`src/rtl/alu_ctrl_pkg.sv`:
```
// rtl/alu_ctrl_pkg.sv - operation codes, unit select and instruction field constants for alu_ctrl_pipe
package alu_ctrl_pkg;

  localparam int OP_W_MIN = 5;

  typedef enum logic [OP_W_MIN-1:0] {
    OP_ADD    = 5'd0,
    OP_SUB    = 5'd1,
    OP_AND    = 5'd2,
    OP_OR     = 5'd3,
    OP_XOR    = 5'd4,
    OP_SLL    = 5'd5,
    OP_SRL    = 5'd6,
    OP_SRA    = 5'd7,
    OP_SLT    = 5'd8,
    OP_SLTU   = 5'd9,
    OP_BLTU   = 5'd10,
    OP_BEQ    = 5'd11,
    OP_BNE    = 5'd12,
    OP_BLT    = 5'd13,
    OP_BGE    = 5'd14,
    OP_PASSB  = 5'd15,
    OP_BGEU   = 5'd16,
    OP_MUL    = 5'd17,
    OP_MULH   = 5'd18,
    OP_MULHSU = 5'd19,
    OP_MULHU  = 5'd20,
    OP_DIV    = 5'd21,
    OP_DIVU   = 5'd22,
    OP_REM    = 5'd23,
    OP_REMU   = 5'd24
  } op_e;

  typedef enum logic [1:0] {
    UNIT_ALU = 2'd0,
    UNIT_MUL = 2'd1,
    UNIT_DIV = 2'd2
  } unit_e;

  localparam logic [1:0] ALUOP_MEM   = 2'b00;
  localparam logic [1:0] ALUOP_BR    = 2'b01;
  localparam logic [1:0] ALUOP_ARITH = 2'b10;
  localparam logic [1:0] ALUOP_JUMP  = 2'b11;

  localparam logic [6:0] F7_BASE = 7'b0000000;
  localparam logic [6:0] F7_ALT  = 7'b0100000;
  localparam logic [6:0] F7_MEXT = 7'b0000001;

  // Funct3 meaning shared by OP and OP-IMM when Funct7 is the base pattern
  function automatic op_e base_op(input logic [2:0] funct3);
    case (funct3)
      3'b000:  base_op = OP_ADD;
      3'b001:  base_op = OP_SLL;
      3'b010:  base_op = OP_SLT;
      3'b011:  base_op = OP_SLTU;
      3'b100:  base_op = OP_XOR;
      3'b101:  base_op = OP_SRL;
      3'b110:  base_op = OP_OR;
      default: base_op = OP_AND;
    endcase
  endfunction

endpackage

```
`src/rtl/alu_op_decode.sv`:
```
// rtl/alu_op_decode.sv - combinational {ALUOp, OpImm, Funct7, Funct3} to {op, unit, illegal} decode
module alu_op_decode
  import alu_ctrl_pkg::*;
(
  input  logic [1:0] alu_op_i,
  input  logic       op_imm_i,
  input  logic [6:0] funct7_i,
  input  logic [2:0] funct3_i,
  output op_e        op_o,
  output unit_e      unit_o,
  output logic       illegal_o
);

  op_e   op_raw;
  unit_e unit_raw;
  logic  bad;

  always_comb begin
    op_raw   = OP_ADD;
    unit_raw = UNIT_ALU;
    bad      = 1'b0;
    case (alu_op_i)
      ALUOP_MEM: op_raw = OP_ADD;
      ALUOP_BR: begin
        case (funct3_i)
          3'b000:  op_raw = OP_BEQ;
          3'b001:  op_raw = OP_BNE;
          3'b100:  op_raw = OP_BLT;
          3'b101:  op_raw = OP_BGE;
          3'b110:  op_raw = OP_BLTU;
          3'b111:  op_raw = OP_BGEU;
          default: bad    = 1'b1;
        endcase
      end
      ALUOP_ARITH: begin
        if (op_imm_i) begin
          // Immediate forms only look at Funct7 for the shift encodings
          op_raw = base_op(funct3_i);
          if (funct3_i == 3'b001) begin
            bad = (funct7_i != F7_BASE);
          end else if (funct3_i == 3'b101) begin
            if (funct7_i == F7_ALT) begin
              op_raw = OP_SRA;
            end else begin
              bad = (funct7_i != F7_BASE);
            end
          end
        end else begin
          case (funct7_i)
            F7_BASE: op_raw = base_op(funct3_i);
            F7_ALT: begin
              if (funct3_i == 3'b000) begin
                op_raw = OP_SUB;
              end else if (funct3_i == 3'b101) begin
                op_raw = OP_SRA;
              end else begin
                bad = 1'b1;
              end
            end
            F7_MEXT: begin
              op_raw   = op_e'(OP_MUL + 5'(funct3_i));
              unit_raw = funct3_i[2] ? UNIT_DIV : UNIT_MUL;
            end
            default: bad = 1'b1;
          endcase
        end
      end
      default: op_raw = (funct3_i == 3'b000) ? OP_ADD : OP_PASSB;
    endcase
  end

  assign op_o      = bad ? OP_ADD : op_raw;
  assign unit_o    = bad ? UNIT_ALU : unit_raw;
  assign illegal_o = bad;

endmodule

```
`src/rtl/alu_ctrl_pipe.sv`:
```
// rtl/alu_ctrl_pipe.sv - registered ALU/MDU operation control with fixed-latency multiply/divide sequencing
module alu_ctrl_pipe
  import alu_ctrl_pkg::*;
#(
  parameter int OP_W    = 5,
  parameter int MUL_LAT = 2,
  parameter int DIV_LAT = 33
) (
  input  logic            clk,
  input  logic            reset_n,
  input  logic            in_valid,
  input  logic [1:0]      ALUOp,
  input  logic            OpImm,
  input  logic [6:0]      Funct7,
  input  logic [2:0]      Funct3,
  input  logic            flush,
  output logic [OP_W-1:0] Operation,
  output logic            op_valid,
  output logic [1:0]      unit_sel,
  output logic            illegal,
  output logic            stall,
  output logic            mdu_start,
  output logic            mdu_done
);

  localparam int MAX_LAT = (MUL_LAT > DIV_LAT) ? MUL_LAT : DIV_LAT;
  localparam int CW      = $clog2(MAX_LAT) + 1;
  localparam logic [CW-1:0] MUL_M1 = CW'(MUL_LAT - 1);
  localparam logic [CW-1:0] DIV_M1 = CW'(DIV_LAT - 1);

  typedef enum logic {ST_IDLE, ST_BUSY} state_e;

  state_e          state_q, state_d;
  logic [CW-1:0]   cnt_q, cnt_d;
  logic [OP_W-1:0] op_q, op_d;
  unit_e           unit_q, unit_d;
  logic            illegal_q, illegal_d;
  logic            valid_q, valid_d;
  logic            start_q, start_d;
  logic            done_q, done_d;

  op_e           dec_op;
  unit_e         dec_unit;
  logic          dec_illegal;
  logic          accept;
  logic [CW-1:0] lat_m1;

  alu_op_decode u_decode (
    .alu_op_i  (ALUOp),
    .op_imm_i  (OpImm),
    .funct7_i  (Funct7),
    .funct3_i  (Funct3),
    .op_o      (dec_op),
    .unit_o    (dec_unit),
    .illegal_o (dec_illegal)
  );

  // stall depends on state only, so accept never loops back through the hazard unit
  assign stall  = (state_q == ST_BUSY);
  assign accept = in_valid & ~stall & ~flush;
  assign lat_m1 = (dec_unit == UNIT_MUL) ? MUL_M1 : DIV_M1;

  always_comb begin
    state_d   = state_q;
    cnt_d     = cnt_q;
    op_d      = op_q;
    unit_d    = unit_q;
    illegal_d = illegal_q;
    valid_d   = 1'b0;
    start_d   = 1'b0;
    done_d    = 1'b0;
    if (flush) begin
      state_d = ST_IDLE;
      cnt_d   = '0;
    end else if (state_q == ST_BUSY) begin
      cnt_d = cnt_q - CW'(1);
      if (cnt_q == CW'(1)) begin
        state_d = ST_IDLE;
        done_d  = 1'b1;
      end
    end else if (accept) begin
      op_d      = OP_W'(dec_op);
      unit_d    = dec_unit;
      illegal_d = dec_illegal;
      valid_d   = 1'b1;
      if (dec_unit != UNIT_ALU) begin
        start_d = 1'b1;
        cnt_d   = lat_m1;
        if (lat_m1 == '0) begin
          done_d = 1'b1;
        end else begin
          state_d = ST_BUSY;
        end
      end
    end
  end

  always_ff @(posedge clk or negedge reset_n) begin
    if (!reset_n) begin
      state_q   <= ST_IDLE;
      cnt_q     <= '0;
      op_q      <= '0;
      unit_q    <= UNIT_ALU;
      illegal_q <= 1'b0;
      valid_q   <= 1'b0;
      start_q   <= 1'b0;
      done_q    <= 1'b0;
    end else begin
      state_q   <= state_d;
      cnt_q     <= cnt_d;
      op_q      <= op_d;
      unit_q    <= unit_d;
      illegal_q <= illegal_d;
      valid_q   <= valid_d;
      start_q   <= start_d;
      done_q    <= done_d;
    end
  end

  assign Operation = op_q;
  assign unit_sel  = unit_q;
  assign illegal   = illegal_q;
  assign op_valid  = valid_q;
  assign mdu_start = start_q;
  assign mdu_done  = done_q;

endmodule
```
`config.mk`:
```
export PLATFORM = sky130hd
export DESIGN_NAME = alu_ctrl_pipe
export DESIGN_NICKNAME = d
export VERILOG_FILES = /design/src/rtl/alu_ctrl_pkg.sv /design/src/rtl/alu_op_decode.sv /design/src/rtl/alu_ctrl_pipe.sv
export SDC_FILE = /design/constraint.sdc
export NUM_CORES = 1
export LEC_CHECK = 0
export CAP_MARGIN = 10
export CORE_MARGIN = 3
export CORE_UTILIZATION = 45
export CTS_CLUSTER_DIAMETER = 200
export DETAILED_ROUTE_END_ITERATION = 6
export GPL_TIMING_DRIVEN = 0
export PLACE_DENSITY = 0.72
export SYNTH_ARGS = -nofsm -noshare
export SYNTH_HDL_FRONTEND = slang
export SYNTH_SLANG_ARGS = --single-unit
```
`constraint.sdc`:
```
create_clock -name clk -period 3.65 [get_ports clk]
set_clock_uncertainty 0.1 [all_clocks]
set_input_delay 0.73 -clock clk [delete_from_list [all_inputs] [get_ports clk]]
set_output_delay 0.73 -clock clk [all_outputs]
set_load 0.1 [all_outputs]
```
After elaboration in Yosys (flattened, before gate mapping). Index checks and enable logic that the tools add are counted.

Bits in registers: 19. Input bits: 17. Output and inout bits: 12. Logic and storage cells: 89.

$add $sub $neg: 2. Eq/ne operators: 13. Multiplexer cells: 50. Bitwise gates (word level): 4. Reduce and logical (&&, ||, !) cells: 12.

Operators with widths (count): $pmux 5 s3 (2); $pmux 5 s6 (1); $mux 7 (4); $pmux 4 s7 (1); $mux 1 (26); $mux 5 (5); $eq 7x1->1 const B (2); $logic_not 7->1 (2); $eq 3x3->1 const B (4); $mux 2 (5); $mux 4 (2); $eq 7x6->1 const B (1); $reduce_bool 7->1 (1); $sub 7x1->7 const B (1); $eq 3x2->1 const B (2); $mux 6 (1); $reduce_bool 3->1 (2); $reduce_or 6->1 (1); $add 5x3->5 const A (1); $eq 2x1->1 const B (2); $pmux 1 s2 (2); $eq 3x1->1 const B (1); $logic_not 3->1 (1); $mux 3 (1); 8 further kinds (10).

Longest topological paths before layout.
Depth after elaboration: 15. Gate-level depth with buffers: 10. Depth with buffers taken out: 8.

By module. Synthesis repeated with hierarchy kept, for this count alone.

Cells, all modules: 144. Area, all modules: 1391.3 µm².

Modules (own cells, without submodules): alu_ctrl_pipe (times used 1, cells each 76, area an instance 880.8 µm², sequential area each 475.5 µm²); alu_op_decode (times used 1, cells each 68, area an instance 510.5 µm², sequential area each 0.0 µm²).

Worst setup path after synthesis. Ideal clock, no wire load.

Path type: input-to-reg. Start point: input ALUOp[0]. End point: register cnt_q[2]. Setup time: 0.122 ns. Data arrival time: 2.484 ns. Data required time: 3.428 ns. Setup slack: 0.944 ns. Cell stages on the path: 8. Path buffers: 2. Path through: inv_1 > ha_1 > clkbuf_1 > nor4bb_1 > or3b_1 > or3_1 > buf_6 > a32o_1.

Word-level cells in the longest chain between the ends: 6. Elaborated cells on any way between the ends: 8. Classes of those cells: eq/ne: 2; mux: 3; reduce/logical: 3.

RTL lines: start: declaration (RTL line alu_ctrl_pipe.sv:12) `input logic [1:0] ALUOp,`; $eq 2x2->1 or $eq 2x1->1 (tied branches) (RTL line alu_op_decode.sv:22) `case (alu_op_i)`; $pmux 1 s2 or $mux 2 (tied branches) (RTL line alu_op_decode.sv:22); $mux 2 * (RTL line alu_op_decode.sv:73) `assign unit_o = bad ? UNIT_ALU : unit_raw;`; $reduce_bool 2->1 * (RTL line alu_ctrl_pipe.sv:86) `if (dec_unit != UNIT_ALU) begin`; $reduce_bool 3->1 (no source line) *; $reduce_and 2->1 (no source line) *; end signal: assignment (RTL line alu_ctrl_pipe.sv:110) `cnt_q <= cnt_d;`; end: declaration (RTL line alu_ctrl_pipe.sv:34) `logic [CW-1:0] cnt_q, cnt_d;`.

Mark *: on every way between the ends. The rest lies on a longest branch, timed or not. A chain may end at the register's enable or synchronous reset.

Final worst setup path.
Start point: input Funct3[1]. End point: register cnt_q[6].

Word-level cells in the longest chain between the ends: 10. Elaborated cells on any way between the ends: 19. Classes of those cells: eq/ne: 5; mux: 9; reduce/logical: 5.

RTL lines: start: declaration (RTL line alu_ctrl_pipe.sv:15) `input logic [2:0] Funct3,`; $eq 3x3->1 (RTL line alu_op_decode.sv:25, alu_op_decode.sv:41, alu_op_decode.sv:54); $mux 1 (RTL line alu_op_decode.sv:54) `end else if (funct3_i == 3'b101) begin`; $mux 1 (RTL line alu_op_decode.sv:52) `if (funct3_i == 3'b000) begin`; $pmux 1 s2 (RTL line alu_op_decode.sv:49) `case (funct7_i)`; $mux 1 (RTL line alu_op_decode.sv:36) `if (op_imm_i) begin`; $pmux 1 s2 * (RTL line alu_op_decode.sv:22); $mux 2 * (RTL line alu_op_decode.sv:73); $reduce_bool 2->1 * (RTL line alu_ctrl_pipe.sv:86); $reduce_bool 3->1 (no source line) *; $reduce_and 2->1 (no source line) *.

Marked as above.

==> impl_metrics.py <==
metrics = {
    "floorplan": {
        "dieHeight_um": 61.6,
        "core_um2": 2850,
        "die_area_um2": 3790,
        "io_pins": 29,
        "fp.dieW_um": 61.6,
        "initial_utilization": 0.487,
        "rows": 19,
    },
    "grt": {
        "grt_max_degree": 20,
        "grt_busiest_layer": "met2",
        "grt_pass1_vias": 1318,
        "grt_pass1_wl_um": 5800,
        "groute.usage.overall": 0.198,
        "antenna_found_initial": 0,
        "met1_usage": 0.248,
        "use_met3": 0.0335,
        "grt_overflow": 0,
        "grt_use_met2": 0.329,
    },
    "route": {
        "post_drt_wl_per_cell_um": 15.6,
        "vias": 1320,
        "ant_nets": 0,
        "first_pass_iters": 4,
        "viasPerCell": 6.11,
        "postRouteWirelength_um": 3380,
        "drc": 0,
        "first_iter_violations": 45,
    },
    "final_layout": {
        "final_util": 0.605,
        "area_growth_syn_to_layout_pct": 24.2,
        "fin_nets": 213,
        "diodes": 0,
        "drive_gt1_frac": 0.0649,
        "final_common_cell": "clkdlybuf4s50_1",
        "final_cell_mix": "clkdlybuf4s50_1, dfrtp_1, nand2_1",
    },
    "clock_tree": {
        "insertion_delay_ns": 0.30,
        "htreeDepth": 1,
        "cts_root_buf": "clkbuf_4",
        "numCtsBuffers": 3,
        "cts.sinks": 19,
        "cts_buffer_depth": 2,
        "cts_resized": 0,
        "clk_pin_slew_ns": 0.11,
        "cts_tree": "done",
        "post_cts.repair.setup_buffers": 0,
        "hold_buffers": 0,
    },
    "timing": {
        "hold_viol": 0,
        "setup_viol": 0,
        "period_share": 0.886,
        "drv_slew": 0,
        "finalCriticalPeriod_ns": 3.23,
        "worstMarginPinSlew_ns": 0.972,
        "maxSlewHeadroom": 0.350,
        "max_clock_freq_mhz": 309,
        "rsz0062_at_grt": "false",
        "tns_ns": 0,
    },
    "logic_synthesis": {
        "syn_nets": 181,
        "ys.flop_type": "dfrtp_1",
        "yosysSeqAreaShare": 0.342,
        "syn_avg_cell_area_um2": 9.03,
        "synth-edff-count": 0,
        "async_reset_ff_frac": 1.00,
        "syn-instance-count": 154,
        "syn-cell-area_um2": 1390,
        "synth-seq-cells": 19,
        "yosysWarnings": 0,
        "synth_cell_types": 55,
    },
    "worst_setup_path": {
        "cp_max_fo": 9,
        "reg2reg_slack_ns": 1.58,
        "critPathKind": "input port to flip-flop",
        "crit_required_ns": 3.75,
        "arrival_ns": 3.33,
        "endpoint_kind": "flip-flop",
        "start_kind": "input port",
    },
    "job": {
        "max_cap_viol_count": 0,
    },
    "placed_design": {
        "numPortBuffers": 27,
        "dp_hpwl_um": 2690,
        "routabilityCongestion": 0.860,
    },
    "pwr": {
        "p_leak_nw": 0.740,
        "finalPower_w": 0.000487,
        "vdd_drop_max_mv": 0.127,
        "power_density_nw_per_um2": 282,
    },
    "min_path": {
        "hold_class": "flip-flop to flip-flop",
    },
    "status": {
        "outcome": "finished clean",
    },
}
## cell usage after synthesis (2+ instances only)
cell type  number  area [µm²]
and3b_1         2        17.5
nand2b_1        2        12.5
nand3b_1        2        15.0
nand3_1         5        25.0
a21oi_1         5        25.0
nor2_1          8        30.0
nor2b_1         2        12.5
or3_1           4        25.0
or4_1           2        15.0
o41ai_1         2        17.5
a32o_1          4        40.0
a22o_1          2        17.5
o21ai_0         5        25.0
inv_1          11        41.3
dfrtp_1        19         475
nor3_1          5        25.0
xor2_1          4        35.0
clkbuf_1        7        26.3
a32oi_1         2        17.5
nor3b_1         2        15.0
o21ai_1         3        15.0
ha_1           10         125
nand2_1        14        52.6
## cell type report
| class | instances | area, µm² |
|---|---|---|
| plain buffers | 8 | 37.5 |
| clock buffers | 3 | 22.5 |
| clock inverters | 1 | 5.00 |
| fillers | 265 | 1130 |
| inverters | 12 | 45.0 |
| multi-input cells | 115 | 832 |
| flip-flops and latches | 19 | 475 |
| well taps | 31 | 38.8 |
| repair buffers | 27 | 270 |
## routing by layer
layer  part of all wire  up-vias  routed length [µm]
li1                   -      636                   -
met1               0.43      627                1450
met3              0.060       10                 203
met4              0.024        0                  80
met5                  0        -                   0
met2               0.49       47                1650
## logic make-up (layout without fill, tap and decap cells)
kind of cell / Yosys count / after routing / share of synthesized area
AOI/OAI and AO/OA: 42 / 42 / 0.239
xor gates and xnor gates: 5 / 5 / 0.0315
adders and majority gates: 10 / 10 / 0.0900
buffers and inverters: 20 / 51 / 0.0594
DFF: 19 / 19 / 0.342
muxes: 2 / 2 / 0.0153
and+or+nand+nor: 56 / 56 / 0.222
## sequential cells by signal, indices dropped and copies added, names as in the netlist
name and count:
mdu_done 1, illegal 1, cnt_q 7, unit_sel 2, mdu_start 1, stall 1, Operation 5, op_valid 1
## critical path: stages
cell and delay (ns):
clkdlybuf4s50_1 0.53, inv_1 0.17, ha_1 0.16, clkbuf_1 0.30, mux2i_1 0.13, o21ai_0 0.24
a41oi_2 0.24, or3_1 0.41, buf_6 0.15, a32o_1 0.25
## final timing paths
check	start	cells after the start	to
worst max-delay path	Funct3[1]	10	cnt_q[6]$_DFFE_PN0P_
worst min-delay path	Operation[4]$_DFFE_PN0P_	2	Operation[4]$_DFFE_PN0P_
worst max register to register	stall$_DFF_PN0_	6	cnt_q[6]$_DFFE_PN0P_
worst min register to register	Operation[4]$_DFFE_PN0P_	2	Operation[4]$_DFFE_PN0P_
max in group asynchronous	reset_n	1	Operation[0]$_DFFE_PN0P_
min in group asynchronous	reset_n	1	cnt_q[2]$_DFFE_PN0P_
## through the flow
stage          instance area (µm²)  hold WS, ns  cells  setup slack (ns)
2_1_floorplan                 1390        0.334    154             0.944
3_3_place_gp                  1700        0.365    212             0.167
3_5_place_dp                  1700        0.383    212            0.0952
4_1_cts                       1730        0.408    216             0.414
5_1_grt                       1730        0.430    216             0.243
6_report                      1730        0.402    216             0.416
## power by group
| part | switching, W | internal [W] |
|---|---|---|
| clock network | 0.0000677 | 0.0000408 |
| registers | 0.00000515 | 0.000218 |
| logic | 0.000106 | 0.0000494 |
Power figures use the tool's default switching activity.
